File: config.mk
export PLATFORM = sky130hd
export DESIGN_NAME = stark_sau_issue_arb_flat
export DESIGN_NICKNAME = d
export VERILOG_FILES = /design/src/rtl/stark_sau_issue_arb_if.sv /design/src/rtl/stark_sau_issue_arb.sv /design/src/flat_wrapper.sv
export SDC_FILE = /design/constraint.sdc
export NUM_CORES = 1
export LEC_CHECK = 0
export CAP_MARGIN = 5
export CORE_AREA = 2 2 526 528
export CTS_BUF_LIST = sky130_fd_sc_hd__clkbuf_4 sky130_fd_sc_hd__clkbuf_8 sky130_fd_sc_hd__clkbuf_16
export CTS_CLUSTER_DIAMETER = 30
export DETAILED_ROUTE_END_ITERATION = 10
export DIE_AREA = 0 0 528 530
export GPL_ROUTABILITY_DRIVEN = 0
export SLEW_MARGIN = 20
export SYNTH_ARGS = -nofsm -noshare
export SYNTH_HDL_FRONTEND = slang
export SYNTH_SLANG_ARGS = --single-unit
File: constraint.sdc
create_clock -name clk -period 4.2 [get_ports clk]
set_input_delay 0.84 -clock clk [delete_from_list [all_inputs] [get_ports clk]]
set_output_delay 0.84 -clock clk [all_outputs]
set_load 0.01 [all_outputs]
File: src/rtl/stark_sau_issue_arb_if.sv
// Issue-side bundle between the reservation stations and the SAU issue arbiter.
// Latency: none, wires only.
// Backpressure: grant is the only dequeue strobe; busy_o tells requesters that no grant can come.
//
// Signals:
//   req_v/req_rse/req_rndx/req_mc/req_prio  per-requester request, payload, ROB index, op class, urgency
//   grant                                   one-hot combinational grant, requester dequeues on it
//   stomp                                   ROB stomp mask, one bit per ROB index
//   wb_ret                                  one writeback buffer slot freed this cycle
//   sau_v_o/sau_rse_o/sau_rndx_o            registered entry towards the SAU
//   busy_o                                  arbiter cannot issue (multi-cycle op active or no credit)
interface stark_sau_issue_arb_if #(
    parameter int NREQ  = 4,
    parameter int RSEW  = 256,
    parameter int RNDXW = 5
);
    logic [NREQ-1:0]       req_v;
    logic [NREQ*RSEW-1:0]  req_rse;
    logic [NREQ*RNDXW-1:0] req_rndx;
    logic [NREQ-1:0]       req_mc;
    logic [NREQ-1:0]       req_prio;
    logic [NREQ-1:0]       grant;
    logic [2**RNDXW-1:0]   stomp;
    logic                  wb_ret;
    logic                  sau_v_o;
    logic [RSEW-1:0]       sau_rse_o;
    logic [RNDXW-1:0]      sau_rndx_o;
    logic                  busy_o;

    // Requester / environment side
    modport master (
        output req_v, req_rse, req_rndx, req_mc, req_prio, stomp, wb_ret,
        input  grant, sau_v_o, sau_rse_o, sau_rndx_o, busy_o
    );

    // Arbiter side
    modport slave (
        input  req_v, req_rse, req_rndx, req_mc, req_prio, stomp, wb_ret,
        output grant, sau_v_o, sau_rse_o, sau_rndx_o, busy_o
    );
endinterface

File: src/rtl/stark_sau_issue_arb.sv
// Round-robin issue arbiter in front of the Stark meta SAU: picks one request per cycle.
// Latency: grant is combinational, the SAU entry is registered one cycle after grant.
// Backpressure: no grant while a multi-cycle op occupies the SAU or no writeback credit is left.
//
// Ports:
//   clk   clock
//   rst   synchronous reset, active low
//   bus   stark_sau_issue_arb_if.slave (requests, stomp, wb_ret in; grant, SAU entry, busy out)
// Optional feature: define STARK_SAU_ARB_PRIO_EN to let req_prio requests win over normal ones.
module stark_sau_issue_arb #(
    parameter int NREQ    = 4,
    parameter int RSEW    = 256,
    parameter int RNDXW   = 5,
    parameter int MCLAT   = 8,
    parameter int CREDITS = 2
) (
    input  logic                  clk,
    input  logic                  rst,
    stark_sau_issue_arb_if.slave  bus
);
    localparam int PTRW = $clog2(NREQ);
    localparam int CNTW = $clog2(MCLAT);

    typedef enum logic {
        ST_IDLE    = 1'b0,
        ST_MC_WAIT = 1'b1
    } state_t;

    state_t            r_state;
    state_t            w_state_nxt;
    logic [PTRW-1:0]   r_rr_ptr;
    logic [2:0]        r_credit;
    logic [CNTW-1:0]   r_mc_cnt;
    logic [RNDXW-1:0]  r_mc_rndx;
    logic              r_sau_v;
    logic [RSEW-1:0]   r_sau_rse;
    logic [RNDXW-1:0]  r_sau_rndx;

    logic              w_issue_en;
    logic              w_busy;
    logic [NREQ-1:0]   w_elig;
    logic [PTRW:0]     w_pick_lo;
    logic [PTRW:0]     w_pick;
    logic              w_found;
    logic [PTRW-1:0]   w_win;
    logic [NREQ-1:0]   w_grant;
    logic [RNDXW-1:0]  w_win_rndx;

    // Returns {found, index} of the first set bit at or after ptr, wrapping.
    // Scanning from the farthest position back to ptr leaves the nearest hit.
    function automatic logic [PTRW:0] rr_pick(input logic [NREQ-1:0] elig,
                                              input logic [PTRW-1:0] ptr);
        logic [PTRW:0] res;
        int            idx;
        res = '0;
        for (int i = NREQ - 1; i >= 0; i--) begin
            idx = (int'(ptr) + i) % NREQ;
            if (elig[idx]) res = {1'b1, PTRW'(idx)};
        end
        return res;
    endfunction

    // FSM: state register
    always_ff @(posedge clk) begin
        if (!rst) r_state <= ST_IDLE;
        else      r_state <= w_state_nxt;
    end

    // FSM: next state. r_mc_cnt is loaded with MCLAT-1 and the wait ends on the
    // edge where it would count down to zero, so a multi-cycle grant at cycle T
    // blocks T+1..T+MCLAT-1 and the next grant can happen at T+MCLAT.
    always_comb begin
        w_state_nxt = r_state;
        case (r_state)
            ST_IDLE:    if (w_found && bus.req_mc[w_win]) w_state_nxt = ST_MC_WAIT;
            ST_MC_WAIT: if (bus.stomp[r_mc_rndx] || (r_mc_cnt == CNTW'(1)))
                            w_state_nxt = ST_IDLE;
            default:    w_state_nxt = ST_IDLE;
        endcase
    end

    // FSM: outputs. Grants are suppressed while reset is held.
    always_comb begin
        w_issue_en = rst && (r_state == ST_IDLE) && (r_credit != 3'd0);
        w_busy     = (r_state != ST_IDLE) || (r_credit == 3'd0);
    end

    always_comb begin
        w_elig = '0;
        for (int n = 0; n < NREQ; n++)
            w_elig[n] = bus.req_v[n] && !bus.stomp[bus.req_rndx[n*RNDXW +: RNDXW]] && w_issue_en;
    end

    assign w_pick_lo = rr_pick(w_elig, r_rr_ptr);

`ifdef STARK_SAU_ARB_PRIO_EN
    logic [PTRW:0] w_pick_hi;
    assign w_pick_hi = rr_pick(w_elig & bus.req_prio, r_rr_ptr);
    assign w_pick    = w_pick_hi[PTRW] ? w_pick_hi : w_pick_lo;
`else
    logic w_unused_prio;
    assign w_unused_prio = ^bus.req_prio;
    assign w_pick        = w_pick_lo;
`endif

    assign w_found    = w_pick[PTRW];
    assign w_win      = w_pick[PTRW-1:0];
    assign w_grant    = w_found ? (NREQ'(1) << w_win) : '0;
    assign w_win_rndx = bus.req_rndx[int'(w_win)*RNDXW +: RNDXW];

    always_ff @(posedge clk) begin
        if (!rst) begin
            r_rr_ptr   <= '0;
            r_credit   <= 3'(CREDITS);
            r_mc_cnt   <= '0;
            r_mc_rndx  <= '0;
            r_sau_v    <= 1'b0;
            r_sau_rse  <= '0;
            r_sau_rndx <= '0;
        end else begin
            r_sau_v <= w_found;
            if (w_found) begin
                r_sau_rse  <= bus.req_rse[int'(w_win)*RSEW +: RSEW];
                r_sau_rndx <= w_win_rndx;
                r_rr_ptr   <= (w_win == PTRW'(NREQ - 1)) ? '0 : w_win + 1'b1;
            end
            // A grant and a returned slot in the same cycle cancel out;
            // a return with the pool already full is dropped.
            case ({w_found, bus.wb_ret})
                2'b10:   r_credit <= r_credit - 3'd1;
                2'b01:   if (r_credit != 3'(CREDITS)) r_credit <= r_credit + 3'd1;
                default: r_credit <= r_credit;
            endcase
            if (r_state == ST_IDLE) begin
                if (w_found && bus.req_mc[w_win]) begin
                    r_mc_cnt  <= CNTW'(MCLAT - 1);
                    r_mc_rndx <= w_win_rndx;
                end
            end else begin
                r_mc_cnt <= r_mc_cnt - 1'b1;
            end
        end
    end

    assign bus.grant      = w_grant;
    assign bus.sau_v_o    = r_sau_v;
    assign bus.sau_rse_o  = r_sau_rse;
    assign bus.sau_rndx_o = r_sau_rndx;
    assign bus.busy_o     = w_busy;
endmodule
File: src/flat_wrapper.sv
// flat-port wrapper written by rule: the top's interface ports become plain ports
module stark_sau_issue_arb_flat 
#(
    parameter int NREQ    = 4,
    parameter int RSEW    = 256,
    parameter int RNDXW   = 5,
    parameter int MCLAT   = 8,
    parameter int CREDITS = 2
)
  (clk, rst, bus_req_v, bus_req_rse, bus_req_rndx, bus_req_mc, bus_req_prio, bus_stomp, bus_wb_ret, bus_grant, bus_sau_v_o, bus_sau_rse_o, bus_sau_rndx_o, bus_busy_o);
  stark_sau_issue_arb_if #(.NREQ(NREQ), .RSEW(RSEW), .RNDXW(RNDXW)) bus_i ();
  input  logic clk;
  input  logic rst;
  input wire logic [$bits(bus_i.req_v)-1:0] bus_req_v;
  input wire logic [$bits(bus_i.req_rse)-1:0] bus_req_rse;
  input wire logic [$bits(bus_i.req_rndx)-1:0] bus_req_rndx;
  input wire logic [$bits(bus_i.req_mc)-1:0] bus_req_mc;
  input wire logic [$bits(bus_i.req_prio)-1:0] bus_req_prio;
  input wire logic [$bits(bus_i.stomp)-1:0] bus_stomp;
  input wire logic [$bits(bus_i.wb_ret)-1:0] bus_wb_ret;
  output wire logic [$bits(bus_i.grant)-1:0] bus_grant;
  output wire logic [$bits(bus_i.sau_v_o)-1:0] bus_sau_v_o;
  output wire logic [$bits(bus_i.sau_rse_o)-1:0] bus_sau_rse_o;
  output wire logic [$bits(bus_i.sau_rndx_o)-1:0] bus_sau_rndx_o;
  output wire logic [$bits(bus_i.busy_o)-1:0] bus_busy_o;
  assign bus_i.req_v = bus_req_v;
  assign bus_i.req_rse = bus_req_rse;
  assign bus_i.req_rndx = bus_req_rndx;
  assign bus_i.req_mc = bus_req_mc;
  assign bus_i.req_prio = bus_req_prio;
  assign bus_i.stomp = bus_stomp;
  assign bus_i.wb_ret = bus_wb_ret;
  assign bus_grant = bus_i.grant;
  assign bus_sau_v_o = bus_i.sau_v_o;
  assign bus_sau_rse_o = bus_i.sau_rse_o;
  assign bus_sau_rndx_o = bus_i.sau_rndx_o;
  assign bus_busy_o = bus_i.busy_o;
  stark_sau_issue_arb #(.NREQ(NREQ), .RSEW(RSEW), .RNDXW(RNDXW), .MCLAT(MCLAT), .CREDITS(CREDITS)) u_core (.clk(clk), .rst(rst), .bus(bus_i));
endmodule
==> results of run 1 <==
-- power groups by stage --
| stage | sequential, uW | clock, uW | combinational, uW |
|---|---|---|---|
| after global routing | 4980 | 8380 | 14000 |
| final | 4840 | 8030 | 13100 |
| after global placement | 4770 | 0 | 13000 |
| after floorplan | 5290 | 0 | 4370 |
| after CTS | 4820 | 8240 | 13200 |
| after detailed placement | 4840 | 0 | 13000 |
-- stage by stage --
step / setup TNS, ns / utilization, %
final: 0 / 15.1
after global routing: -0.0682 / 15.1
after CTS: -0.0515 / 15.0
after detailed placement: -133.91 / 13.6
after global placement: -142.27 / 13.6
after floorplan: 0 / -
-- worst max-delay path: stages --
cell and delay, ns:
clkdlybuf4s15_2 0.24, bufbuf_16 0.30, mux2i_1 0.19, a311oi_1 0.12, nand3_1 0.10, nand4b_1 0.14
buf_4 0.16, buf_4 0.13, nor3b_1 0.25, o21ai_1 0.12, and2_4 0.20, buf_6 0.14
ha_2 0.17, and2_4 0.13, buf_6 0.11
-- registers in the layout (all words and copies together), names as in the netlist --
| register | count |
|---|---|
| u_core.r_state | 1 |
| u_core.r_mc_rndx | 5 |
| u_core.r_rr_ptr | 2 |
| u_core.r_credit | 3 |
| u_core.r_mc_cnt | 3 |
| u_core.bus.sau_rndx_o | 5 |
| u_core.bus.sau_rse_o | 256 |
| u_core.bus.sau_v_o | 1 |
-- final timing paths --
| kind | slack [ns] | from | cells past startpoint | end |
|---|---|---|---|---|
| setup reg to reg | 0.29 | u_core.r_credit[1]$_SDFFE_PN1P_ | 19 | u_core.bus.sau_rse_o[223]$_SDFFE_PN0P_ |
| hold / removal | 0.45 | u_core.bus.sau_rndx_o[2]$_SDFFE_PN0P_ | 2 | u_core.bus.sau_rndx_o[2]$_SDFFE_PN0P_ |
| setup / recovery | 0.03 | bus_req_rndx[7] | 15 | bus_grant[3] |
| hold reg to reg | 0.45 | u_core.bus.sau_rndx_o[2]$_SDFFE_PN0P_ | 2 | u_core.bus.sau_rndx_o[2]$_SDFFE_PN0P_ |
-- synth_stat cells, types with 2 or more instances --
library cell and number:
a21boi_0 2, a21boi_1 5, a21oi_1 10, a22oi_1 11, a311oi_1 4, a32oi_1 5
and2_1 9, buf_1 17, buf_2 91, buf_4 3, clkbuf_1 163, dfxtp_1 276
ha_1 6, inv_1 9, inv_2 2, mux2_2 4, mux2i_1 56, mux4_2 19
nand2_1 1328, nand2b_1 4, nand3_1 1030, nand4_1 4, nand4b_1 3, nor2_1 10
nor2b_1 12, nor3_1 4, nor3b_1 2, o211ai_1 3, o21ai_0 3, o21ai_1 2
o311a_1 2, or2_2 2, xnor2_1 3
-- repair_timing --
action	CTS	global route
resized for setup	136	43
setup buffers	16	2
endpoints found under the setup margin	4	4
cloned	3	0
pin swaps	15	15
-- cell type report --
class | instances | area [um^2] | share of cell area (%)
Antenna cell | 122 | 305 | 0.734
Clock buffer | 133 | 2890 | 6.95
Clock inverter | 54 | 681 | 1.64
Inverter | 11 | 63.8 | 0.153
Multi-Input combinational cell | 2556 | 12200 | 29.5
Sequential cell | 276 | 5540 | 13.3
Tap cell | 3607 | 4510 | 10.9
Timing Repair Buffer | 1545 | 15300 | 36.9
-- per-layer routing --
metal | up-vias | routed length, um | track usage (%)
met5 | - | 1390 | 0.547
met4 | 176 | 15600 | 9.19
met3 | 759 | 38400 | 11.5
met2 | 2191 | 101000 | 24.6
met1 | 13723 | 85500 | 16.9
li1 | 13385 | - | -
-- cells in the final DEF, fill, tap and decap left out, drive strengths merged, types with 11 or more instances in the layout --
master / n
bufinv: 13
nand2: 1328
nand3: 1030
clkbuf: 151
dfxtp: 276
mux4: 19
clkdlybuf4s50: 1303
diode: 122
clkinv: 34
inv: 13
a22oi: 11
mux2i: 56
nor2b: 12
dlygate4sd2: 19
buf: 199
-- logic make-up after synthesis --
kind of cell,Yosys count,share of synthesized area (%)
multiplexers,79,5.51
AO/OA/AOI/OAI,55,2.19
adder cells (fa/ha/maj),7,0.507
flip-flops,276,29.4
AND/OR/NAND/NOR,2411,55.7
XOR/XNOR,4,0.187
buffers and inverters,286,6.43
==> results.py, run 1 <==
metrics = {
    "clocking": {
        "clkSinkCount": 276,
        "cts_inserted_buffers": 103,
        "cts_buffer_depth": 4,
        "cts.root.buffer_cell": "clkbuf_16",
        "cts.clk_slew.worst_paths_ns": 0.04,
        "ctsHtreeMaxLevel": 3,
        "ctsHoldBuffers": 0,
        "clk_latency_ns": 0.80,
        "cts_tree": "built",
    },
    "layout": {
        "drive_gt1_share_pct": 10.3,
        "num-fill-cells": 31620,
        "fin_cells": 8304,
        "nets": 5591,
        "design_area_um2": 41600,
        "area_delta_synth_final_pct": 122,
    },
    "floorplan": {
        "core_um2": 275000,
        "die_h_um": 530,
        "die_area_um2": 280000,
        "start_util_pct": 6.83,
        "io_pins": 1358,
        "die_x_um": 528,
        "num_rows": 193,
    },
    "critical_path": {
        "end_kind": "output port",
        "startpoint_type": "input port",
        "worstPathMaxFanout": 8,
        "arrival_ns": 3.33,
        "critPathKind": "in2out",
        "cp.required_ns": 3.36,
    },
    "synthesis": {
        "synth-edff-count": 0,
        "syn-cell-area_um2": 18800,
        "netlist.area_leader.share_pct": 29.4,
        "syn_nets": 4216,
        "yosysWarnings": 0,
        "avgSynthCellArea_um2": 6.02,
        "synthTopCellsByArea": "dfxtp_1, nand3_1, nand2_1",
        "synth-async-reset-ratio_pct": 0,
        "ys.flop_type": "dfxtp_1",
        "ys_ff_latch": 276,
        "synth.distinct_cells": 47,
        "ys_seq_area_share_pct": 29.4,
        "yosysTopAreaCell": "dfxtp_1",
        "synthCells": 3118,
    },
    "global_routing": {
        "grt_pass1_vias": 27901,
        "grt_usage_pct": 16.5,
        "global_route.overflow_total": 0,
        "grt_max_degree": 138,
        "grt_antenna_before_repair": 330,
        "grt_pass1_wl_um": 298000,
    },
    "route": {
        "vias": 30234,
        "first_pass_iters": 5,
        "avgRoutedWirePerCell_um": 29.2,
        "vias_per_cell": 3.64,
        "dr.first_iter.drc_count": 2782,
        "ant_nets": 0,
        "wirelength_um": 242000,
        "drc": 0,
    },
    "run": {
        "drv_cap": 0,
    },
    "power_and_ir_drop": {
        "comb_power_share_pct": 50.4,
        "power_frac_clock_pct": 31.0,
        "leakagePower_uw": 0.0167,
        "switching_share_pct": 42.9,
        "p_int_uw": 14800,
        "seqPwrFrac_pct": 18.7,
        "vdd_ir_drop_max_mv": 0.322,
        "p_switching_uw": 11100,
        "finalPower_uw": 25900,
        "power_density_nw_per_um2": 623,
    },
    "worst_hold_path": {
        "hold_class": "reg2reg",
    },
    "timing": {
        "post-route-min-period_ns": 4.17,
        "clock.fmax_ghz": 0.240,
        "relSlewSlack_pct": 34.9,
        "fin_crit_sh_pct": 99.4,
        "grt_setup_unrepaired": "yes",
        "worstMarginPinSlew_ns": 0.977,
        "hold_slack_ns": 0.448,
        "hold_viol": 0,
        "finClkSkew_ns": 0.0441,
        "layout_setup_ws_ns": 0.0259,
        "setup_viol": 0,
        "maxSlewViolCount": 0,
    },
    "placed_design": {
        "dp_hpwl_um": 211000,
        "io_buffers": 1353,
        "dpl.cell_count": 7978,
        "dp_slack_ns": -0.881,
        "place_area_um2": 37400,
    },
    "run_status": {
        "outcome": "finished clean",
    },
}
Power figures use the tool's default switching activity.
==> run 2, diff against run 1 <==
--- a/config.mk
+++ b/config.mk
@@ -12,7 +12,6 @@
 export DETAILED_ROUTE_END_ITERATION = 10
 export DIE_AREA = 0 0 528 530
 export GPL_ROUTABILITY_DRIVEN = 0
-export SLEW_MARGIN = 20
 export SYNTH_ARGS = -nofsm -noshare
 export SYNTH_HDL_FRONTEND = slang
 export SYNTH_SLANG_ARGS = --single-unit
==> results of run 2 <==
No change in the layout: final DEF, timing and power equal those of run 1.
